[config.mk]
export PLATFORM = sky130hd
export DESIGN_NAME = dot_matrix_scan_ctrl_flat
export DESIGN_NICKNAME = d
export VERILOG_FILES = /design/src/rtl/dot_matrix_scan_ctrl_if.sv /design/src/rtl/dot_matrix_scan_ctrl.sv /design/src/flat_wrapper.sv
export SDC_FILE = /design/constraint.sdc
export NUM_CORES = 1
export LEC_CHECK = 0
export CAP_MARGIN = 20
export CELL_PAD_IN_SITES_DETAIL_PLACEMENT = 1
export CELL_PAD_IN_SITES_GLOBAL_PLACEMENT = 1
export CORE_AREA = 3 3 266 216
export DETAILED_ROUTE_END_ITERATION = 12
export DIE_AREA = 0 0 269 219
export PLACE_DENSITY = 0.79
export SLEW_MARGIN = 5
export SYNTH_ARGS = -nofsm -noshare
export SYNTH_HDL_FRONTEND = slang
export SYNTH_SLANG_ARGS = --single-unit
export TNS_END_PERCENT = 1
[constraint.sdc]
create_clock -name clk -period 3.8 [get_ports clk]
set_input_delay 0.76 -clock clk [delete_from_list [all_inputs] [get_ports clk]]
set_output_delay 0.76 -clock clk [all_outputs]
set_load 0.02 [all_outputs]
[src/rtl/dot_matrix_scan_ctrl_if.sv]
// rtl/dot_matrix_scan_ctrl_if.sv - write/commit/scroll controls and matrix drive signals
interface dot_matrix_scan_ctrl_if #(
    parameter int ROWS = 16,
    parameter int COLS = 16
);
    localparam int RW = $clog2(ROWS);

    logic            wr_en;
    logic [RW-1:0]   wr_row;
    logic [COLS-1:0] wr_data;
    logic            commit;
    logic            scroll_en;
    logic            scroll_dir;
    logic [RW-1:0]   row_bin;
    logic [ROWS-1:0] row_sel;
    logic [COLS-1:0] col;
    logic            frame_start;
    logic            swap_pending;

    modport master (
        output wr_en, wr_row, wr_data, commit, scroll_en, scroll_dir,
        input  row_bin, row_sel, col, frame_start, swap_pending
    );

    modport slave (
        input  wr_en, wr_row, wr_data, commit, scroll_en, scroll_dir,
        output row_bin, row_sel, col, frame_start, swap_pending
    );
endinterface

[src/rtl/dot_matrix_scan_ctrl.sv]
// rtl/dot_matrix_scan_ctrl.sv - double-buffered LED dot-matrix row scanner with frame-synchronous swap and scroll
module dot_matrix_scan_ctrl #(
    parameter int ROWS          = 16,
    parameter int COLS          = 16,
    parameter int SCAN_DIV      = 1000,
    parameter int SCROLL_FRAMES = 8
) (
    input  logic                  clk,
    input  logic                  rst_n,
    dot_matrix_scan_ctrl_if.slave bus
);
    localparam int RW = $clog2(ROWS);
    localparam int CW = $clog2(COLS);
    localparam int DW = $clog2(SCAN_DIV);
    localparam int FW = $clog2(SCROLL_FRAMES + 1);

    localparam logic [DW-1:0] DIV_LAST = DW'(SCAN_DIV - 1);
    localparam logic [RW-1:0] ROW_LAST = RW'(ROWS - 1);
    localparam logic [CW-1:0] OFF_LAST = CW'(COLS - 1);
    localparam logic [FW-1:0] FRM_LAST = FW'(SCROLL_FRAMES - 1);
    localparam logic [RW:0]   ROWS_W   = (RW + 1)'(ROWS);
    localparam logic [CW:0]   COLS_W   = (CW + 1)'(COLS);

    logic [DW-1:0]   div_q;
    logic [RW-1:0]   row_q;
    logic            fs_q;
    logic            front_q;
    logic            pend_q;
    logic [CW-1:0]   off_q;
    logic [FW-1:0]   frm_q;
    logic [COLS-1:0] bank_q [2][ROWS];

    logic            row_tc;
    logic            frame_tc;
    logic            wr_ok;
    logic [COLS-1:0] cur_row;

    assign row_tc   = (div_q == DIV_LAST);
    assign frame_tc = row_tc && (row_q == ROW_LAST);
    assign wr_ok    = bus.wr_en && ({1'b0, bus.wr_row} < ROWS_W);

    always_ff @(posedge clk or negedge rst_n) begin
        if (!rst_n) begin
            div_q <= '0;
            row_q <= '0;
            fs_q  <= 1'b0;
        end else begin
            fs_q <= frame_tc;
            if (row_tc) begin
                div_q <= '0;
                row_q <= (row_q == ROW_LAST) ? '0 : row_q + 1'b1;
            end else begin
                div_q <= div_q + 1'b1;
            end
        end
    end

    // Writes always target the bank that is back before this edge, so a write
    // coinciding with a swap lands in the bank that becomes visible.
    always_ff @(posedge clk or negedge rst_n) begin
        if (!rst_n) begin
            for (int r = 0; r < ROWS; r++) begin
                bank_q[0][r] <= '0;
                bank_q[1][r] <= '0;
            end
        end else if (wr_ok) begin
            bank_q[~front_q][bus.wr_row] <= bus.wr_data;
        end
    end

    // A commit on the boundary cycle is held for the following boundary.
    always_ff @(posedge clk or negedge rst_n) begin
        if (!rst_n) begin
            front_q <= 1'b0;
            pend_q  <= 1'b0;
        end else if (frame_tc && pend_q) begin
            front_q <= ~front_q;
            pend_q  <= 1'b0;
        end else if (bus.commit) begin
            pend_q  <= 1'b1;
        end
    end

    always_ff @(posedge clk or negedge rst_n) begin
        if (!rst_n) begin
            off_q <= '0;
            frm_q <= '0;
        end else if (frame_tc && bus.scroll_en) begin
            if (frm_q == FRM_LAST) begin
                frm_q <= '0;
                if (bus.scroll_dir)
                    off_q <= (off_q == '0) ? OFF_LAST : off_q - 1'b1;
                else
                    off_q <= (off_q == OFF_LAST) ? '0 : off_q + 1'b1;
            end else begin
                frm_q <= frm_q + 1'b1;
            end
        end
    end

    // Outputs derive from registered state only, so row, select and column
    // data always change on the same edge.
    assign cur_row          = bank_q[front_q][row_q];
    assign bus.col          = (cur_row << off_q) | (cur_row >> (COLS_W - {1'b0, off_q}));
    assign bus.row_bin      = row_q;
    assign bus.row_sel      = {{(ROWS - 1){1'b0}}, 1'b1} << row_q;
    assign bus.frame_start  = fs_q;
    assign bus.swap_pending = pend_q;
endmodule

[src/flat_wrapper.sv]
// flat-port wrapper written by rule: the top's interface ports become plain ports
module dot_matrix_scan_ctrl_flat 
#(
    parameter int ROWS          = 16,
    parameter int COLS          = 16,
    parameter int SCAN_DIV      = 1000,
    parameter int SCROLL_FRAMES = 8
)
  (clk, rst_n, bus_wr_en, bus_wr_row, bus_wr_data, bus_commit, bus_scroll_en, bus_scroll_dir, bus_row_bin, bus_row_sel, bus_col, bus_frame_start, bus_swap_pending);
  dot_matrix_scan_ctrl_if #(.ROWS(ROWS), .COLS(COLS)) bus_i ();
  input  logic clk;
  input  logic rst_n;
  input wire logic [$bits(bus_i.wr_en)-1:0] bus_wr_en;
  input wire logic [$bits(bus_i.wr_row)-1:0] bus_wr_row;
  input wire logic [$bits(bus_i.wr_data)-1:0] bus_wr_data;
  input wire logic [$bits(bus_i.commit)-1:0] bus_commit;
  input wire logic [$bits(bus_i.scroll_en)-1:0] bus_scroll_en;
  input wire logic [$bits(bus_i.scroll_dir)-1:0] bus_scroll_dir;
  output wire logic [$bits(bus_i.row_bin)-1:0] bus_row_bin;
  output wire logic [$bits(bus_i.row_sel)-1:0] bus_row_sel;
  output wire logic [$bits(bus_i.col)-1:0] bus_col;
  output wire logic [$bits(bus_i.frame_start)-1:0] bus_frame_start;
  output wire logic [$bits(bus_i.swap_pending)-1:0] bus_swap_pending;
  assign bus_i.wr_en = bus_wr_en;
  assign bus_i.wr_row = bus_wr_row;
  assign bus_i.wr_data = bus_wr_data;
  assign bus_i.commit = bus_commit;
  assign bus_i.scroll_en = bus_scroll_en;
  assign bus_i.scroll_dir = bus_scroll_dir;
  assign bus_row_bin = bus_i.row_bin;
  assign bus_row_sel = bus_i.row_sel;
  assign bus_col = bus_i.col;
  assign bus_frame_start = bus_i.frame_start;
  assign bus_swap_pending = bus_i.swap_pending;
  dot_matrix_scan_ctrl #(.ROWS(ROWS), .COLS(COLS), .SCAN_DIV(SCAN_DIV), .SCROLL_FRAMES(SCROLL_FRAMES)) u_core (.clk(clk), .rst_n(rst_n), .bus(bus_i));
endmodule
After elaboration in Yosys (flattened, before gate mapping)
Cells that the tools add are included.
{ "totals": {"regBits": 537, "elab_cells": 91, "out_inout_bits": 38, "inputBits": 26} }
{ "op_classes": {"mux": 19, "bitwise": 6, "eq_ne": 4, "order_cmp": 6, "shift": 3, "reduce_logical": 8, "add_sub_neg": 6} }
{ "op_table": {"columns": ["cell", "count"], "rows": [
  ["256-bit two-way mux", 4],
  ["512-bit bitwise mux", 1],
  ["256-bit demux with 1-bit select", 1],
  ["16-bit binary-select mux with 4-bit select", 1],
  ["16-bit demux with 4-bit select", 1],
  ["16-bit two-way mux", 3],
  ["4-bit two-way mux", 5],
  ["16-bit OR", 1],
  ["1-bit by 4-bit left shift with 16-bit output (first input constant)", 1],
  ["16-bit by 4-bit left shift with 16-bit output", 1],
  ["16-bit by 5-bit right shift with 16-bit output", 1],
  ["4-bit by 1-bit adder with 4-bit output (second input constant)", 3],
  ["10-bit by 1-bit adder with 10-bit output (second input constant)", 1],
  ["10-bit == test (second input constant)", 1],
  ["5-bit greater-or-equal comparator (second input constant)", 2],
  ["10-bit two-way mux", 1],
  ["4-bit NOT with 5-bit output", 2],
  ["4-bit == test (second input constant)", 2],
  ["1-bit logical AND", 5],
  ["5-bit by 1-bit < comparator with 1-bit output (second input constant)", 1],
  ["5-bit by 4-bit subtractor with 5-bit output (first input constant)", 1],
  ["4-bit by 3-bit == test with 1-bit output (second input constant)", 1],
  ["2-bit greater-or-equal comparator (second input constant)", 2],
  ["4-bit logical NOT", 1],
  ["7 further kinds", 9]
]} }

Logic depth before layout (Yosys ltp)
{ "logic_depth": {"word_depth": 9, "depth_mapped": 13, "ltp_nobuf": 9} }

Least setup slack after synthesis
OpenSTA, ideal clock, no wires.
{ "synth_timing": {"kind": "reg2out", "startpoint": "reg u_core.row_q[0], in the netlist u_core.bus.row_bin[0]", "endpoint": "out bus_col[4]", "n_path_buf": 4, "stages_incl_launch_ff": 11, "setup_slack_ns": -0.106, "t_required_ns": 3.040, "arrival_time_ns": 3.146, "cell_sequence": "dfrtp_1 buf_6 buf_6 buf_2 buf_2 mux4_2 a21oi_1 a31oi_1 mux4_2 mux2_2 a221o_1"} }
{ "synth_via": {"elab_chain_cells": 6, "elab_cells_between_ends": 7, "cone_classes": "2 x shift; 3 x mux; 2 x bitwise"} }
{ "synth_rtl": {"columns": ["element", "line", "source"], "rows": [
  ["from (decl)", "dot_matrix_scan_ctrl.sv:25", "logic [RW-1:0] row_q;"],
  ["from (signal assigned)", "dot_matrix_scan_ctrl.sv:51", "row_q <= (row_q == ROW_LAST) ? '0 : row_q + 1'b1;"],
  ["4-bit NOT with 5-bit output (implied by the code) *", "dot_matrix_scan_ctrl.sv:103", "assign cur_row = bank_q[front_q][row_q];"],
  ["16-bit binary-select mux with 4-bit select *", "dot_matrix_scan_ctrl.sv:103", null],
  ["16-bit two-way mux (implied by the code) * (2 in series)", "dot_matrix_scan_ctrl.sv:103", null],
  ["16-bit by 5-bit right shift with 16-bit output or 16-bit by 4-bit left shift with 16-bit output (tied branches)", "dot_matrix_scan_ctrl.sv:104", "assign bus.col = (cur_row << off_q) | (cur_row >> (COLS_W - {1'b0, off_q}));"],
  ["16-bit OR *", "dot_matrix_scan_ctrl.sv:104", null],
  ["to (decl)", "flat_wrapper.sv:21", "output wire logic [$bits(bus_i.col)-1:0] bus_col;"]
]} }
Every way passes the cells marked *; elsewhere a longest branch is shown, timed or not. The select of a mux whose other input is x is not followed.

Worst setup path in the final report
{ "layout_timing": {"startpoint": "reg u_core.row_q[2], in the netlist u_core.bus.row_bin[2]", "endpoint": "out bus_col[4]"} }
The elaborated chain is that of the path after synthesis.

==> summary.log <==
[run_status] run status complete, but fails checks
[run_status] failing checks negative setup slack
[clock_network] clock buffer count from CTS 55
[synthesis] Post-Synthesis Net Count 1891
[global_route] vias in the first global route 19834
[clock_network] Hold Buf Count CTS 0
[placed_design] total instance count after detailed placement 2746
[power_and_ir_drop] net load switching power 0.00327 W
[floorplan] Die Height 219 um
[floorplan] effective utilization at floorplan 47.9%
[setup_path] Max Fanout on Critical Path 13
[layout] Layout area overhead 20.1%
[setup_path] worst setup path category reg2out
[power_and_ir_drop] Internal Dissipation 0.0102 W
[route] Routed Antenna Nets 0
[route] via total after detailed routing 18197
[sta] Max-Slew Margin vs Limit 21.7%
[power_and_ir_drop] Gate power share 8.7%
[sta] maximum clock skew at final layout 0.0243 ns
[floorplan] Die X 269 um
[setup_path] required time at the worst-slack endpoint 3.04 ns
[synthesis] ys flop type sky130_fd_sc_hd__dfrtp_1
[clock_network] sinks on the clock net 537
[layout] number of nets in the layout 2109
[synthesis] share of flip-flops with an asynchronous set or reset after synthesis 100%
[hold_path] type of the tightest min-delay check in2async
[synthesis] EDFF count, synth 0
[route] number of violations reported at the end of detailed-routing iteration 0 1582
[global_route] first-pass GRT wire length 131000 um
[global_route] largest net degree at the start of global routing 121
[synthesis] warning count from the yosys run 0
[power_and_ir_drop] sw frac 24.3%
[power_and_ir_drop] total power after layout 0.0134 W
[sta] final period demand of the worst path 4.79 ns
[job] Max Cap Viol 0
[placed_design] HPWL after detailed placement 57000 um
[sta] Setup-failing EPs final 16
[clock_network] total number of H-tree levels 2
[sta] PnR worst setup slack -0.987 ns
[setup_path] Worst path slowest cell sky130_fd_sc_hd__dfrtp_1
[synthesis] instance count of the mapped netlist 1855
[setup_path] sort of element at the start of the critical path register
[power_and_ir_drop] sequential share of power 50.2%
[sta] share of the clock period used by the worst path 126%
[power_and_ir_drop] maximum vdd ir drop 0.306 mV
[synthesis] post-synth design cell area 0.0264 mm^2
[layout] filler instances 5161
[clock_network] later-pin clock latency in the skew report 0.63 ns
[floorplan] core footprint 0.0550 mm^2
[route] total DRC errors in the routed layout 0
[synthesis] Yosys cell types 74
[setup_path] buffer and inverter count on the worst path 4
[setup_path] Critical Path End Type output port
[clock_network] clock-pin slew of the registers on the worst-case setup and hold paths 0.06 ns
[sta] setup repair after global routing missed its margin true
[route] length of the first detailed-routing pass in iterations 6
[layout] leading cell types in the layout, fill and taps excluded sky130_fd_sc_hd__dfrtp_1, sky130_fd_sc_hd__mux2_2, sky130_fd_sc_hd__buf_4
[global_route] overall fraction of global-route tracks in use 30.0%
[layout] multi-input combinational cell area 0.0124 mm^2
[clock_network] Max Buffers Root-to-Sink 3
[layout] most common cell after layout, fill and taps aside sky130_fd_sc_hd__dfrtp_1
[sta] highest achievable clock rate 0.209 GHz
[setup_path] gate family responsible for the most delay along the worst path multiplexers
[sta] number of endpoints with negative hold slack in the final report 0
[placed_design] Final Wtd Congestion 0.903
[setup_path] cell chain of the critical path buf_12, nor2_2, buf_12, buf_4, a22oi_2, nand4_1, and2_4, mux4_2, mux2_2, a221o_1, buf_4
[layout] antenna diode count 0
[power_and_ir_drop] leakage power total 14.0 nW
[route] average vias per placed instance 6.35
[setup_path] cell count along the critical path 11
[layout] Finished Layout Cells 2867
[layout] sequential cell area in the final layout 0.0134 mm^2
[global_route] initial antenna violation count 1
[sta] final max-slew violation count 0
[floorplan] I/O pin cnt 64
[global_route] remaining global-route overflow 0
[setup_path] worst path arrival time 4.03 ns
[synthesis] mean area per synthesized cell 14.2 um^2
[clock_network] cell at the root of the clock tree sky130_fd_sc_hd__clkbuf_16
[route] Final Routed Wirelength 87300 um
[setup_path] maximum single-stage delay on the critical path 0.65 ns
[power_and_ir_drop] cell area power density 424 mW/mm^2
[sta] measured slew at the worst slew-check pin 1.17 ns
[floorplan] area enclosed by the die boundary 0.0589 mm^2
[placed_design] number of port buffers 63
[setup_path] number of cells on the worst reg-to-reg path 8
[power_and_ir_drop] share of power burned in the clock network 41.1%
[synthesis] part of the Yosys area used for sequential elements 51.0%
[route] routed length per instance 30.5 um
[clock_network] clock tree from TritonCTS built
[floorplan] total number of placement rows 77
[layout] share of final-layout standard cells stronger than drive strength 1 51.1%
[synthesis] Synth Register Bits 537
worst paths after layout:
path	slack [ns]	to	from
min reg2reg	0.50	u_core.bank_q[217]	u_core.bank_q[217]
max	-0.99	bus_col[4]	u_core.bus.row_bin[2]
min	0.27	u_core.bank_q[483]	rst_n
max reg2reg	0.97	u_core.off_q[0]	u_core.bus.row_bin[0]
min in group clk	0.50	u_core.bank_q[217]	u_core.bank_q[217]
max in group asynchronous	2.58	u_core.bank_q[281]	rst_n
power by group through the flow:
stage | Clock, W | Sequential (W) | Combinational [W]
after floorplan | 0 | 0.00665 | 0.000764
after global placement | 0 | 0.00672 | 0.00106
after detailed placement | 0 | 0.00679 | 0.00115
after CTS | 0.00561 | 0.00671 | 0.00117
after global routing | 0.00586 | 0.00679 | 0.00126
final | 0.00552 | 0.00673 | 0.00117
through the flow:
step / instance area (um^2) / TNS, ns / worst slack (ns) / util, % / hold WS (ns)
floorplan: 26400 / -0.0158 / -0.0158 / - / 0.448
global placement: 29400 / -10.99 / -0.820 / 53.5 / 0.465
detailed placement: 29400 / -11.80 / -0.898 / 53.5 / 0.475
CTS: 31600 / -13.81 / -0.964 / 57.4 / 0.293
global route: 31600 / -15.25 / -1.04 / 57.5 / 0.334
finish: 31600 / -13.78 / -0.987 / 57.5 / 0.270
Yosys cell counts (15+ instances only):
master                       n  area share, %
sky130_fd_sc_hd__dfrtp_1   537             51
sky130_fd_sc_hd__mux2_2    524             22
sky130_fd_sc_hd__clkbuf_1  124            1.8
sky130_fd_sc_hd__mux4_2    115            9.8
sky130_fd_sc_hd__nand2_1    67           0.95
sky130_fd_sc_hd__mux2i_1    66            2.5
sky130_fd_sc_hd__nor2_1     40           0.57
sky130_fd_sc_hd__nand4_1    21           0.50
sky130_fd_sc_hd__a22oi_1    19           0.54
sky130_fd_sc_hd__a21oi_1    17           0.32
sky130_fd_sc_hd__buf_2      17           0.32
sky130_fd_sc_hd__o21ai_0    17           0.32
sky130_fd_sc_hd__o221ai_1   17           0.56
sky130_fd_sc_hd__nand3_1    16           0.30
sky130_fd_sc_hd__a22o_1     15           0.50
sky130_fd_sc_hd__and2_1     15           0.36
sky130_fd_sc_hd__and3_1     15           0.36
worst register-to-register path, delay by kind of cell, from the launching register on:
family / cells / cell delay [ns]
buffers and inverters: 2 / 0.49
adders and majority gates: 1 / 0.25
DFF: 1 / 0.50
and+or+nand+nor: 4 / 1.41
AOI/OAI and AO/OA: 1 / 0.09
metal layers:
layer | vias to the layer above | GRT usage, % | share of wire, %
met4 | 0 | 10.4 | 3.5
met1 | 9919 | 41.1 | 42
li1 | 7420 | - | -
met5 | - | 0 | 0
met3 | 196 | 5.37 | 6.7
met2 | 662 | 48.6 | 47
cell type report:
cell class	instances	share of cell area (%)
clock inverters	12	0.546
flip-flops and latches	537	42.5
well taps	750	2.97
multi-input cells	1139	39.1
repair buffers	331	9.61
inverters	9	0.107
clock buffers	89	5.20
flip-flops by register name, indices dropped and copies added (netlist names):
name	cells
u_core.bank_q	512
u_core.div_q	10
u_core.bus.row_bin	4
u_core.frm_q	4
u_core.off_q	4
u_core.bus.frame_start	1
u_core.bus.swap_pending	1
u_core.front_q	1
cells by family after synthesis:
logic type,synth area share (%)
muxes,35.1
DFF,51.0
AOI/OAI and AO/OA,5.43
and+or+nand+nor,4.49
buffers and inverters,3.12
adders and majority gates,0.475
xor gates and xnor gates,0.366
timing repair:
| item | in CTS | in global routing |
|---|---|---|
| setup buffers | 18 | 0 |
| hold endpoints to repair | 0 | 0 |
| gates resized for setup | 111 | 12 |
| pin swaps | 21 | 9 |
| cloned | 2 | 0 |
| endpoints found under the setup margin | 16 | 16 |
Power figures use the tool's default switching activity.
